<file path="src/rtl/id_operand_stage.sv">
// Decode-operand stage: IF->ID pipeline register, SRAM instruction replay buffer,
// N-source priority operand forwarding with load-use stall detection and a stall counter.
module id_operand_stage #(
    parameter int DW    = 32,
    parameter int AW    = 5,
    parameter int PC_W  = 32,
    parameter int NFWD  = 3,
    parameter int CNT_W = 16
) (
    input  logic                 clk,
    input  logic                 rst,
    input  logic                 flush,
    input  logic                 hold,
    input  logic                 if_valid,
    input  logic [PC_W-1:0]      if_pc,
    input  logic [31:0]          inst_rdata,
    input  logic [DW-1:0]        rf_rs_rdata,
    input  logic [DW-1:0]        rf_rt_rdata,
    input  logic [NFWD-1:0]      fwd_we,
    input  logic [NFWD*AW-1:0]   fwd_waddr,
    input  logic [NFWD*DW-1:0]   fwd_wdata,
    input  logic [NFWD-1:0]      fwd_busy,
    output logic [AW-1:0]        rs_addr,
    output logic [AW-1:0]        rt_addr,
    output logic                 id_ready,
    output logic                 id_valid,
    output logic [PC_W-1:0]      id_pc,
    output logic [31:0]          id_inst,
    output logic [DW-1:0]        id_rs_val,
    output logic [DW-1:0]        id_rt_val,
    output logic                 stallreq,
    output logic [CNT_W-1:0]     stall_cycles
);

    // Handshake: the stage hands an instruction to EX when id_valid is high, and
    // advances (id_ready) whenever EX is not holding and no operand is still in flight.

    typedef enum logic {
        RUN  = 1'b0,
        HELD = 1'b1
    } state_t;

    state_t             state;
    logic               valid;
    logic [PC_W-1:0]    pc;
    logic [31:0]        buf_inst;
    logic [CNT_W-1:0]   cnt;

    logic               buf_valid;
    logic [31:0]        inst;
    logic               adv;
    logic [DW-1:0]      rs_fwd_val;
    logic [DW-1:0]      rt_fwd_val;
    logic               rs_fwd_busy;
    logic               rt_fwd_busy;

    assign buf_valid = (state == HELD);

    // The SRAM only presents the word for one cycle; once held, replay it from the buffer.
    assign inst    = buf_valid ? buf_inst : inst_rdata;
    assign rs_addr = AW'(inst[25:21]);
    assign rt_addr = AW'(inst[20:16]);

    // Scan from lowest to highest priority so the youngest matching source ends up winning.
    function automatic logic [DW:0] resolve(
        input logic [AW-1:0]      r,
        input logic [DW-1:0]      rf,
        input logic [NFWD-1:0]    we,
        input logic [NFWD*AW-1:0] waddr,
        input logic [NFWD*DW-1:0] wdata,
        input logic [NFWD-1:0]    busy
    );
        logic [DW:0] res;
        res = {1'b0, rf};
        for (int i = NFWD - 1; i >= 0; i--) begin
            if (we[i] && (waddr[i*AW +: AW] == r)) begin
                res = {busy[i], wdata[i*DW +: DW]};
            end
        end
        if (r == '0) begin
            res = '0;
        end
        return res;
    endfunction

    always_comb begin
        {rs_fwd_busy, rs_fwd_val} = resolve(rs_addr, rf_rs_rdata, fwd_we, fwd_waddr,
                                            fwd_wdata, fwd_busy);
        {rt_fwd_busy, rt_fwd_val} = resolve(rt_addr, rf_rt_rdata, fwd_we, fwd_waddr,
                                            fwd_wdata, fwd_busy);
    end

    assign stallreq  = valid & (rs_fwd_busy | rt_fwd_busy);
    assign adv       = ~hold & ~stallreq;
    assign id_ready  = adv;
    assign id_valid  = valid & ~stallreq & ~flush;
    assign id_pc     = valid ? pc : '0;
    assign id_inst   = valid ? inst : 32'h0;
    assign id_rs_val = valid ? rs_fwd_val : '0;
    assign id_rt_val = valid ? rt_fwd_val : '0;

    // Flush beats advance, advance beats hold; a held stage captures the SRAM word once.
    always_ff @(posedge clk or posedge rst) begin
        if (rst) begin
            state    <= RUN;
            valid    <= 1'b0;
            pc       <= '0;
            buf_inst <= 32'h0;
        end else if (flush) begin
            state    <= RUN;
            valid    <= 1'b0;
            pc       <= '0;
            buf_inst <= 32'h0;
        end else if (adv) begin
            state    <= RUN;
            valid    <= if_valid;
            pc       <= if_pc;
        end else begin
            case (state)
                RUN: begin
                    if (valid) begin
                        buf_inst <= inst_rdata;
                        state    <= HELD;
                    end
                end
                HELD: begin
                    state <= HELD;
                end
                default: begin
                    state <= RUN;
                end
            endcase
        end
    end

    // Survives flush so it reflects total hazard cycles since reset.
    always_ff @(posedge clk or posedge rst) begin
        if (rst) begin
            cnt <= '0;
        end else if (stallreq && (cnt != {CNT_W{1'b1}})) begin
            cnt <= cnt + 1'b1;
        end
    end

    assign stall_cycles = cnt;

endmodule

</file>
<file path="config.mk">
export PLATFORM = sky130hd
export DESIGN_NAME = id_operand_stage
export DESIGN_NICKNAME = d
export VERILOG_FILES = /design/src/rtl/id_operand_stage.sv
export SDC_FILE = /design/constraint.sdc
export NUM_CORES = 1
export LEC_CHECK = 0
export CAP_MARGIN = 20
export CORE_AREA = 3 3 155 157
export CTS_BUF_LIST = sky130_fd_sc_hd__clkbuf_8
export CTS_CLUSTER_DIAMETER = 120
export DETAILED_ROUTE_END_ITERATION = 8
export DIE_AREA = 0 0 158 160
export PLACE_DENSITY = 0.72
export SLEW_MARGIN = 10
export SYNTH_ARGS = -nofsm -noshare
export SYNTH_HDL_FRONTEND = slang
export SYNTH_SLANG_ARGS = --single-unit
</file>
<file path="constraint.sdc">
create_clock -name clk -period 3.7 [get_ports clk]
set_input_delay 0.925 -clock clk [delete_from_list [all_inputs] [get_ports clk]]
set_output_delay 0.925 -clock clk [all_outputs]
set_load 0.01 [all_outputs]
</file>
; ---- Word level (Yosys, flattened, before mapping)
; Index checks and enable logic that the tools add are counted.
[totals]
in_bits = 250
register_bits = 82
wordCells = 61
[op_classes]
add_sub_neg = 1
mux = 25
reduce_logical = 12
eq_ne = 9
n_bitwise = 9
[ops]
columns = cell, n
row1 = 32-bit two-way mux, 11
row2 = 33-bit two-way mux, 8
row3 = 5-bit equality test, 6
row4 = 16-bit by 1-bit adder with 16-bit output (second input constant), 1
row5 = 16-bit != test (second input constant), 1
row6 = 5-bit zero test, 2
row7 = 1-bit logical AND, 7
row8 = 1-bit two-way mux, 5
row9 = 1-bit bitwise AND, 4
row10 = 2-bit != test (second input constant), 2
row11 = 1-bit NOT, 4
row12 = 2-bit nonzero test, 2
row13 = 3-bit AND reduction, 1
row14 = 1-bit case mux with 2 select lines, 1
row15 = 1-bit OR, 1

; ---- Longest topological paths before layout
; Gate-level depths: netlist of the first run.
[logic_depth]
word_depth = 13
ltp_mapped = 13

; ---- Worst setup path after synthesis of the first run
; No wires, ideal clock.
[synth_timing]
path_kind = input to output
from = in inst_rdata[18]
to = out id_rt_val[10]
t_arrival_ps = 2803
stages = 10
setup_slack_ps = -28
path_cell_list = mux2i_1 > xnor2_1 > nor4_1 > and3_1 > buf_2 > buf_2 > mux2i_1 > a211oi_1 > a21oi_1 > nor2_1
[synth_via]
elab_chain_cells = 8
word_cells_on_any_way = 13
cone_classes = 3 x eq/ne / 6 x mux / 4 x reduce/logical
[synth_lines]
columns = item, line
row1 = "start, declared", 16  ; input logic [31:0] inst_rdata,
row2 = 32-bit two-way mux (*), 60  ; assign inst = buf_valid ? buf_inst : inst_rdata;
row3 = 5-bit equality test, 76  ; if (we[i] && (waddr[i*AW +: AW] == r)) begin
row4 = 1-bit logical AND, 76
row5 = 33-bit two-way mux (3 in a row), 76
row6 = 33-bit two-way mux (*), 80  ; if (r == '0) begin
row7 = 32-bit two-way mux (*), 100  ; assign id_rt_val = valid ? rt_fwd_val : '0;
row8 = "end, declared", 30  ; output logic [DW-1:0] id_rt_val,
; Every way passes the cells marked *; elsewhere a longest branch is shown, timed or not.

; ---- Final worst setup path of the first run
[layout_timing]
from = in inst_rdata[20]
to = out id_rt_val[20]
; The elaborated chain is that of the path after synthesis.

==> summary.md, run 1 <==
| Metric | Value |
|---|---|
| Status | finished, violations left |
| Failing checks | setup timing |
| Setup ws final | -0.1895 ns |
| Area occupied by multi-input gates | around 5500 um^2 |
| DRC viols | 0 |
| Leak | 5.765 nW |
| RSZ-0062 raised after global routing | yes |
| Hold Path Stages | 1 |
| Arrival @ worst endpoint | slightly below 3 ns |
| Clock slew at reported path FFs | 0.09 ns |
| Vias | 8589 |
| Synth Area in Adders | less than 1% |
| Worst slew pin tran | 0.8853 ns |
| R2R cell count | 15 |
| Final setup viols | 64 |
| Commonest non-fill, non-tap cell in the layout | clkdlybuf4s50_1 |
| Ports | roughly 410 |
| Die ar. | between 20000 and 30000 um^2 |
| Area Overhead vs Synth | 79.25% |
| Most frequent cells in the layout | clkdlybuf4s50_1, mux2i_1, nand2b_1, dfrtp_1, nand2_1 |
| Die width | ~160 um |
| Post-synth EDFFs | 0 |
| Post-Synthesis Cells | 908 |
| Final Hold Viols | 0 |
| Vias in the first global route | approximately 8.6k |
| Simple-gate share of the synthesized area | between 20% and 30% |
| Wirelength, routed | roughly 34000 um |
| Mean Syn Cell Area | 8.242 um^2 |
| Largest net degree at the start of global routing | ~130 |
| Yosys cell types | 38 |
| Register area | between 2000 and 2500 um^2 |
| Core area | about 23000 um^2 |
| Nets | around 1.6k |
| Initial core utilization | around 33% |
| Worst path required time | around 2.8 ns |
| Asr flop ratio synth | 100.0% |
| Post-synth top flop | dfrtp_1 |
| Post-route minimum period | 3.890 ns |
| DP Area | between 10000 and 15000 um^2 |
| Layout cells sized above 1 | 22.49% |
| Flop2flop setup slack | 0.46 ns |
| Cell area after synthesis | between 7000 and 8000 um^2 |
| CP max FO | 11 |
| Synth warn | 0 |
| Cell area after layout | ~13000 um^2 |
| Port buffer count | ~410 |
| Power Dens Cells | ~220 nW/um^2 |
| R2R Path End | stall_cycles[1] |
| Min-delay src | stall_cycles[12] |
| Worst Clk Skew | 0.01267 ns |
| Largest family of logic cells by synthesized area | simple AND/OR/NAND/NOR gates |
| Hold Path Class | reg2reg |
| Worst setup path class | in2out |
| Sequential share of the synthesized area | 27.42% |
| Antenna violations before repair | 10 |
| Hold Crit Endpoint | stall_cycles[12] |
| Slew HR | between 40% and 50% |
| All-Layer GR Usage | around a quarter |
| Total grt overflow | 0 |
| Die H | around 160 um |
| Endpoint type of the worst setup path | primary output |
| Detail Placement HPWL | 24440 um |
| Post-route ant nets | 0 |
| TritonCTS buffer count | 9 |
| Fmax | 257.1 MHz |
| Placer congestion estimate | ~1 |
| Max-Cap Viols | 0 |
| Crit share post-route | 105.1% |
| Root Driver | clkbuf_8 |
| Reg-to-reg startpoint | buf_valid |
| Post-synthesis mux area share | between 20 and 25% |
| Syn nets | 1159 |
| First-pass GRT wire length | 49610 um |
| CTS tree | yes |
| DRT iter0 DRCs | between 500 and 600 |
| Complex-gate fraction of the synthesized area | between 10% and 20% |
| Fill cell count | just under 2k |
| Cts hold-fix bufs | 0 |
| Clock Sinks | 82 |
| Max VDD drop | between 0.15 and 0.2 mV |
| Clk Latency, worst-skew pair | approximately 0.35 ns |
| # H-tree levels | 3 |
| First-pass iteration count of the detailed router | 5 |
| Vias per Instance | ~5.2 |
| Row Count | 55 |
| Critical path launch point type | input pin |
| Routed length per placed instance | approximately 21 um |
| Clock Tree Buf Depth | 2 |
| Final Max Tran Viols | 0 |
| Yosys reg bits | a little over 80 |
| Xor/xnor share of the synthesized area | around 5.3% |
| Place WS | -1.066 ns |
-- logic make-up (layout without fill, tap and decap cells) --
logic type | count (synthesis) | in the layout
AO/OA/AOI/OAI | 134 | 134
XOR/XNOR | 45 | 45
adder cells (fa/ha/maj) | 1 | 1
buffers and inverters | 91 | 548
flip-flops | 82 | 82
multiplexers | 162 | 162
other | 0 | 7
AND/OR/NAND/NOR | 393 | 393
-- stage by stage --
step,std cells,power [mW],utilization (%),TNS (ns),hold WS [ns]
finish,1657,2.892,59.25,-3.822,0.4900
global route,1657,3.038,59.25,-11.49,0.5275
CTS,1643,2.873,57.45,-5.194,0.4955
detailed placement,1596,2.020,54.83,-76.82,0.4813
global placement,1596,2.012,54.83,-71.86,0.4776
floorplan,908,1.409,-,0,0.5082
-- worst max-delay path, cell delays in order --
cell and delay (ns):
buf_6 0.10, mux2i_4 0.22, buf_6 0.14, xor2_1 0.15, nand4_1 0.19, or2_4 0.34
buf_12 0.16, a211oi_2 0.26, a21oi_1 0.09, nor2_1 0.19, buf_2 0.17
-- power by group --
part / internal, mW / switching [mW] / total, mW
Combinational: 0.634 / 0.467 / 1.10
Clock: 0.449 / 0.363 / 0.812
Sequential: 0.938 / 0.0409 / 0.979
-- cell type report --
| cell class | count | share of cell area, % |
|---|---|---|
| clock inverters | 6 | 0.8581 |
| inverters | 14 | 0.4011 |
| well taps | 285 | 2.658 |
| diodes | 7 | 0.1306 |
| repair buffers | 519 | 38.37 |
| multi-input cells | 735 | 41.34 |
| flip-flops and latches | 82 | 15.32 |
| clock buffers | 9 | 0.9234 |
-- registers in the layout, indices dropped and copies added (netlist names) --
| name | count |
|---|---|
| pc | 32 |
| stall_cycles | 16 |
| buf_inst | 32 |
| buf_valid | 1 |
| valid | 1 |
-- worst max-delay path by stage --
stage / from / end / slack, ns / cells after the start
floorplan: inst_rdata[22] / id_ready / 0.04 / 9
global placement: inst_rdata[20] / id_rt_val[31] / -0.96 / 11
detailed placement: inst_rdata[19] / id_rt_val[31] / -1.07 / 11
CTS: inst_rdata[20] / id_rt_val[22] / -0.15 / 13
global route: buf_valid / id_rt_val[12] / -0.28 / 13
finish: inst_rdata[20] / id_rt_val[20] / -0.19 / 11
-- per-layer routing --
metal | part of all wire [%] | up-vias | GRT usage (%)
met5 | 0.11 | - | 0
met2 | 49 | 432 | 42.56
met4 | 4.4 | 6 | 10.95
li1 | - | 4015 | -
met3 | 9.3 | 83 | 7.344
met1 | 37 | 4053 | 28.77
-- cell usage after synthesis, types with 2 or more instances --
library cell,n,area [um^2]
nand3_1,2,10.01
nor4_1,5,31.28
nor4b_1,2,17.52
nand2_1,79,296.5
and2_1,34,212.7
nor3_1,4,20.02
nand2b_1,132,825.8
mux2i_1,152,1521
buf_1,13,48.80
o211ai_1,32,240.2
and3_1,14,87.58
nor2b_1,33,206.5
dfrtp_1,82,2052
mux2i_2,9,123.9
buf_6,6,67.56
nor2_1,68,255.2
nor4_2,2,25.02
buf_2,7,35.03
clkbuf_1,48,180.2
xor2_1,9,78.83
a21oi_1,64,320.3
xnor2_1,36,315.3
a211oi_1,33,247.7
inv_1,14,52.55
nand4_1,11,68.82
nand3b_1,3,22.52
buf_4,3,22.52
-- timing repair --
item,CTS,global route
endpoints found under the setup margin,67,67
setup buffers,26,6
pin swaps,111,33
gates resized for setup,387,78
endpoints found under the hold margin,0,0
cloned,7,5
Note: power is estimated with default switching activity, not from simulation.
==> run 2, diff against run 1 <==
- TNS_END_PERCENT: not set -> 5
==> run 2 against run 1 <==
Against the previous run: fmax decreased by 0.78%; combinational power barely moved; largest power group unchanged; the flow still finishes with violations (setup timing); utilization is 0.51 points lower.
==> summary.md, run 2 (synthesis gave the netlist of run 1 again) <==
| Metric | Value |
|---|---|
| Vias per Instance | 5.174 (-0.18%) |
| DRC viols | 0 (unchanged) |
| Core area | 22640 um^2 (unchanged) |
| Die H | 160 um (unchanged) |
| Cell family with most CP delay | buffers and inverters |
| Worst slew pin tran | 0.9217 ns (+0.03634 ns) |
| Area Overhead vs Synth | 77.71% |
| Power Dens Cells | 202.6 nW/um^2 (-6.0%) |
| Vias in the first global route | 8657 (+0.98%) |
| # H-tree levels | 3 (unchanged) |
| Worst setup path class | in2out |
| Most frequent CP cell | buf_6 |
| Arrival @ worst endpoint | 3.00 ns (+0.04 ns) |
| Slew HR | 38.55% (-2.4 points) |
| Clock Sinks | 82 (unchanged) |
| Endpoint type of the worst setup path | primary output |
| Total grt overflow | 0 (unchanged) |
| Sum Neg Setup Slack | -9.116 ns (-5.293 ns) |
| Clock slew at reported path FFs | 0.09 ns (about the same) |
| Register area | 2054 um^2 (unchanged) |
| Routed length per placed instance | 20.89 um (+0.78%) |
| Root Driver | clkbuf_8 |
| Internal | 1.817 mW (-10%) |
| Place WS | -1.175 ns (-0.1092 ns) |
| Final Power | 2.695 mW (-6.8%) |
| Flop pwr share | 36.3% (+2.4 points) |
| CP max FO | 4 (-7) |
| Worst Clk Skew | 0.01014 ns (-0.002530 ns) |
| First-pass iteration count of the detailed router | 5 (unchanged) |
| Final Max Tran Viols | 0 (unchanged) |
| Setup ws final | -0.2201 ns (-0.03053 ns) |
| Final setup viols | 67 (+4.7%) |
| Die ar. | 25280 um^2 (unchanged) |
| Commonest non-fill, non-tap cell in the layout | clkdlybuf4s50_1 |
| All-Layer GR Usage | 26.22% (+1.3 points) |
| Leak | 5.770 nW (about the same) |
| Vias | 8672 (+0.97%) |
| Crit path largest cell delay | 0.32 ns (-0.02 ns) |
| Clock share of power | 23.1% (-5.0 points) |
| Critical path launch point type | input pin |
| Max VDD drop | 0.1708 mV (-7.4%) |
| CP max-delay cell | nor4_2 |
| Port buffer count | 406 (unchanged) |
| Sw Ratio | 32.59% (+2.5 points) |
| Antenna violations before repair | 13 (+3) |
| Bufs and invs on worst path | 4 (unchanged) |
| Met3 Track Usage GR | 9.783% (+2.4 points) |
| Post-route ant nets | 0 (unchanged) |
| Post-route minimum period | 3.920 ns (+0.03053 ns) |
| GR peak layer | met2 |
| Largest net degree at the start of global routing | 131 (unchanged) |
| Wirelength, routed | 35020 um (+1.9%) |
| Clock Tree Buf Depth | 2 (unchanged) |
| Most frequent cells in the layout | clkdlybuf4s50_1, mux2i_1, nand2b_1, buf_4, dfrtp_1 |
| Hold Path Class | reg2reg |
| Worst path required time | 2.77 ns (about the same) |
| Nets | 1628 (+0.99%) |
| Util after Layout | 58.74% (-0.51 points) |
| TritonCTS buffer count | 9 (unchanged) |
| Ports | 407 (unchanged) |
| Detail Placement HPWL | 24850 um (+1.7%) |
| Met2 Use GR | 43.57% (+1.0 points) |
| CTS tree | yes |
| Placer congestion estimate | 1.027 (+2.6%) |
| First-pass GRT wire length | 51660 um (+4.1%) |
| Critical path, cell by cell | clkdlybuf4s15_1, mux2i_2, buf_4, xnor2_2, nor4_2, nand3b_1, a211o_1, a32o_2, buf_6, nor2_4, buf_6 |
| Failing checks | setup timing |
| Initial core utilization | 33.05% (unchanged) |
| Area occupied by multi-input gates | 5405 um^2 (-2.5%) |
| Row Count | 55 (unchanged) |
| P_sw | 0.8784 mW (+0.82%) |
| Crit share post-route | 105.9% (+0.83 points) |
| Final Hold Viols | 0 (unchanged) |
| Die width | 158 um (unchanged) |
| Layout cells sized above 1 | 21.49% (-1.0 points) |
| GR Layer Usage met1 | 29.57% (+0.79 points) |
| Clk Latency, worst-skew pair | 0.37 ns (+0.02 ns) |
| RSZ-0062 raised after global routing | yes |
| Combinational fraction of design power | 40.5% (+2.4 points) |
| DRT iter0 DRCs | 572 (+2.3%) |
| Max-Cap Viols | 0 (unchanged) |
| Fmax | 255.1 MHz (-0.78%) |
| Status | finished, violations left |
| Fill cell count | 2032 (+2.9%) |
run 2: routing by layer:
layer / vias to the layer above / part of all wire [%]
li1: 4043 / -
met1: 4106 / 37
met2: 424 / 48
met3: 91 / 11
met4: 8 / 4.7
met5: - / 0.12
run 2: per-stage QoR:
| step | hold WS, ns | cells | cell area, um^2 |
|---|---|---|---|
| finish | 0.4962 | 1676 | 13300 |
| floorplan | 0.5082 | 908 | 7487 |
| global placement | 0.4829 | 1611 | 12450 |
| global route | 0.5284 | 1676 | 13300 |
| CTS | 0.4997 | 1659 | 13130 |
| detailed placement | 0.4868 | 1611 | 12450 |
run 2: power by group through the flow:
stage | Sequential (mW) | Clock (mW) | Combinational [mW]
6_report | 0.979 | 0.624 | 1.09
4_1_cts | 0.979 | 0.644 | 1.06
5_1_grt | 0.987 | 0.684 | 1.17
3_3_place_gp | 0.993 | 0 | 1.01
3_5_place_dp | 0.994 | 0 | 1.02
2_1_floorplan | 0.985 | 0 | 0.421
run 2: final timing paths:
kind	startpoint	endpoint	slack, ns	depth (start not counted)
max in group asynchronous	rst	stall_cycles[1]	2.37	3
setup reg to reg	buf_valid	stall_cycles[1]	0.34	14
min in group asynchronous	rst	pc[28]	0.76	2
hold / removal	stall_cycles[6]	stall_cycles[6]	0.50	1
hold reg to reg	stall_cycles[6]	stall_cycles[6]	0.50	1
setup / recovery	inst_rdata[25]	id_valid	-0.22	11
run 2: what timing repair did:
| item | 4_1_cts | 5_1_grt |
|---|---|---|
| resized for setup | 368 | 54 |
| endpoints found under the setup margin | 67 | 67 |
| cloned | 9 | 0 |
| pin swaps | 74 | 41 |
| setup buffers | 23 | 9 |
| hold buffers | 0 | 0 |
run 2: worst register-to-register path, stage by stage (launching register included):
cell      delay (ns)
dfrtp_2         0.43
buf_12          0.16
buf_12          0.13
mux2i_2         0.14
buf_4           0.17
xnor2_2         0.15
nor4_2          0.32
nand3b_1        0.19
a211o_1         0.31
a32o_2          0.28
buf_6           0.14
buf_4           0.14
buf_4           0.18
and3_1          0.20
mux2_1          0.32
run 2: final cells by class:
| type | count | share of cell area (%) |
|---|---|---|
| antenna | 9 | 0.1693 |
| multi-input combinational | 735 | 40.64 |
| timing repair buffer | 535 | 39.32 |
| inverter | 14 | 0.4046 |
| clock buffer | 9 | 0.9314 |
| tap | 285 | 2.681 |
| sequential | 82 | 15.45 |
| clock inverter | 7 | 0.4046 |
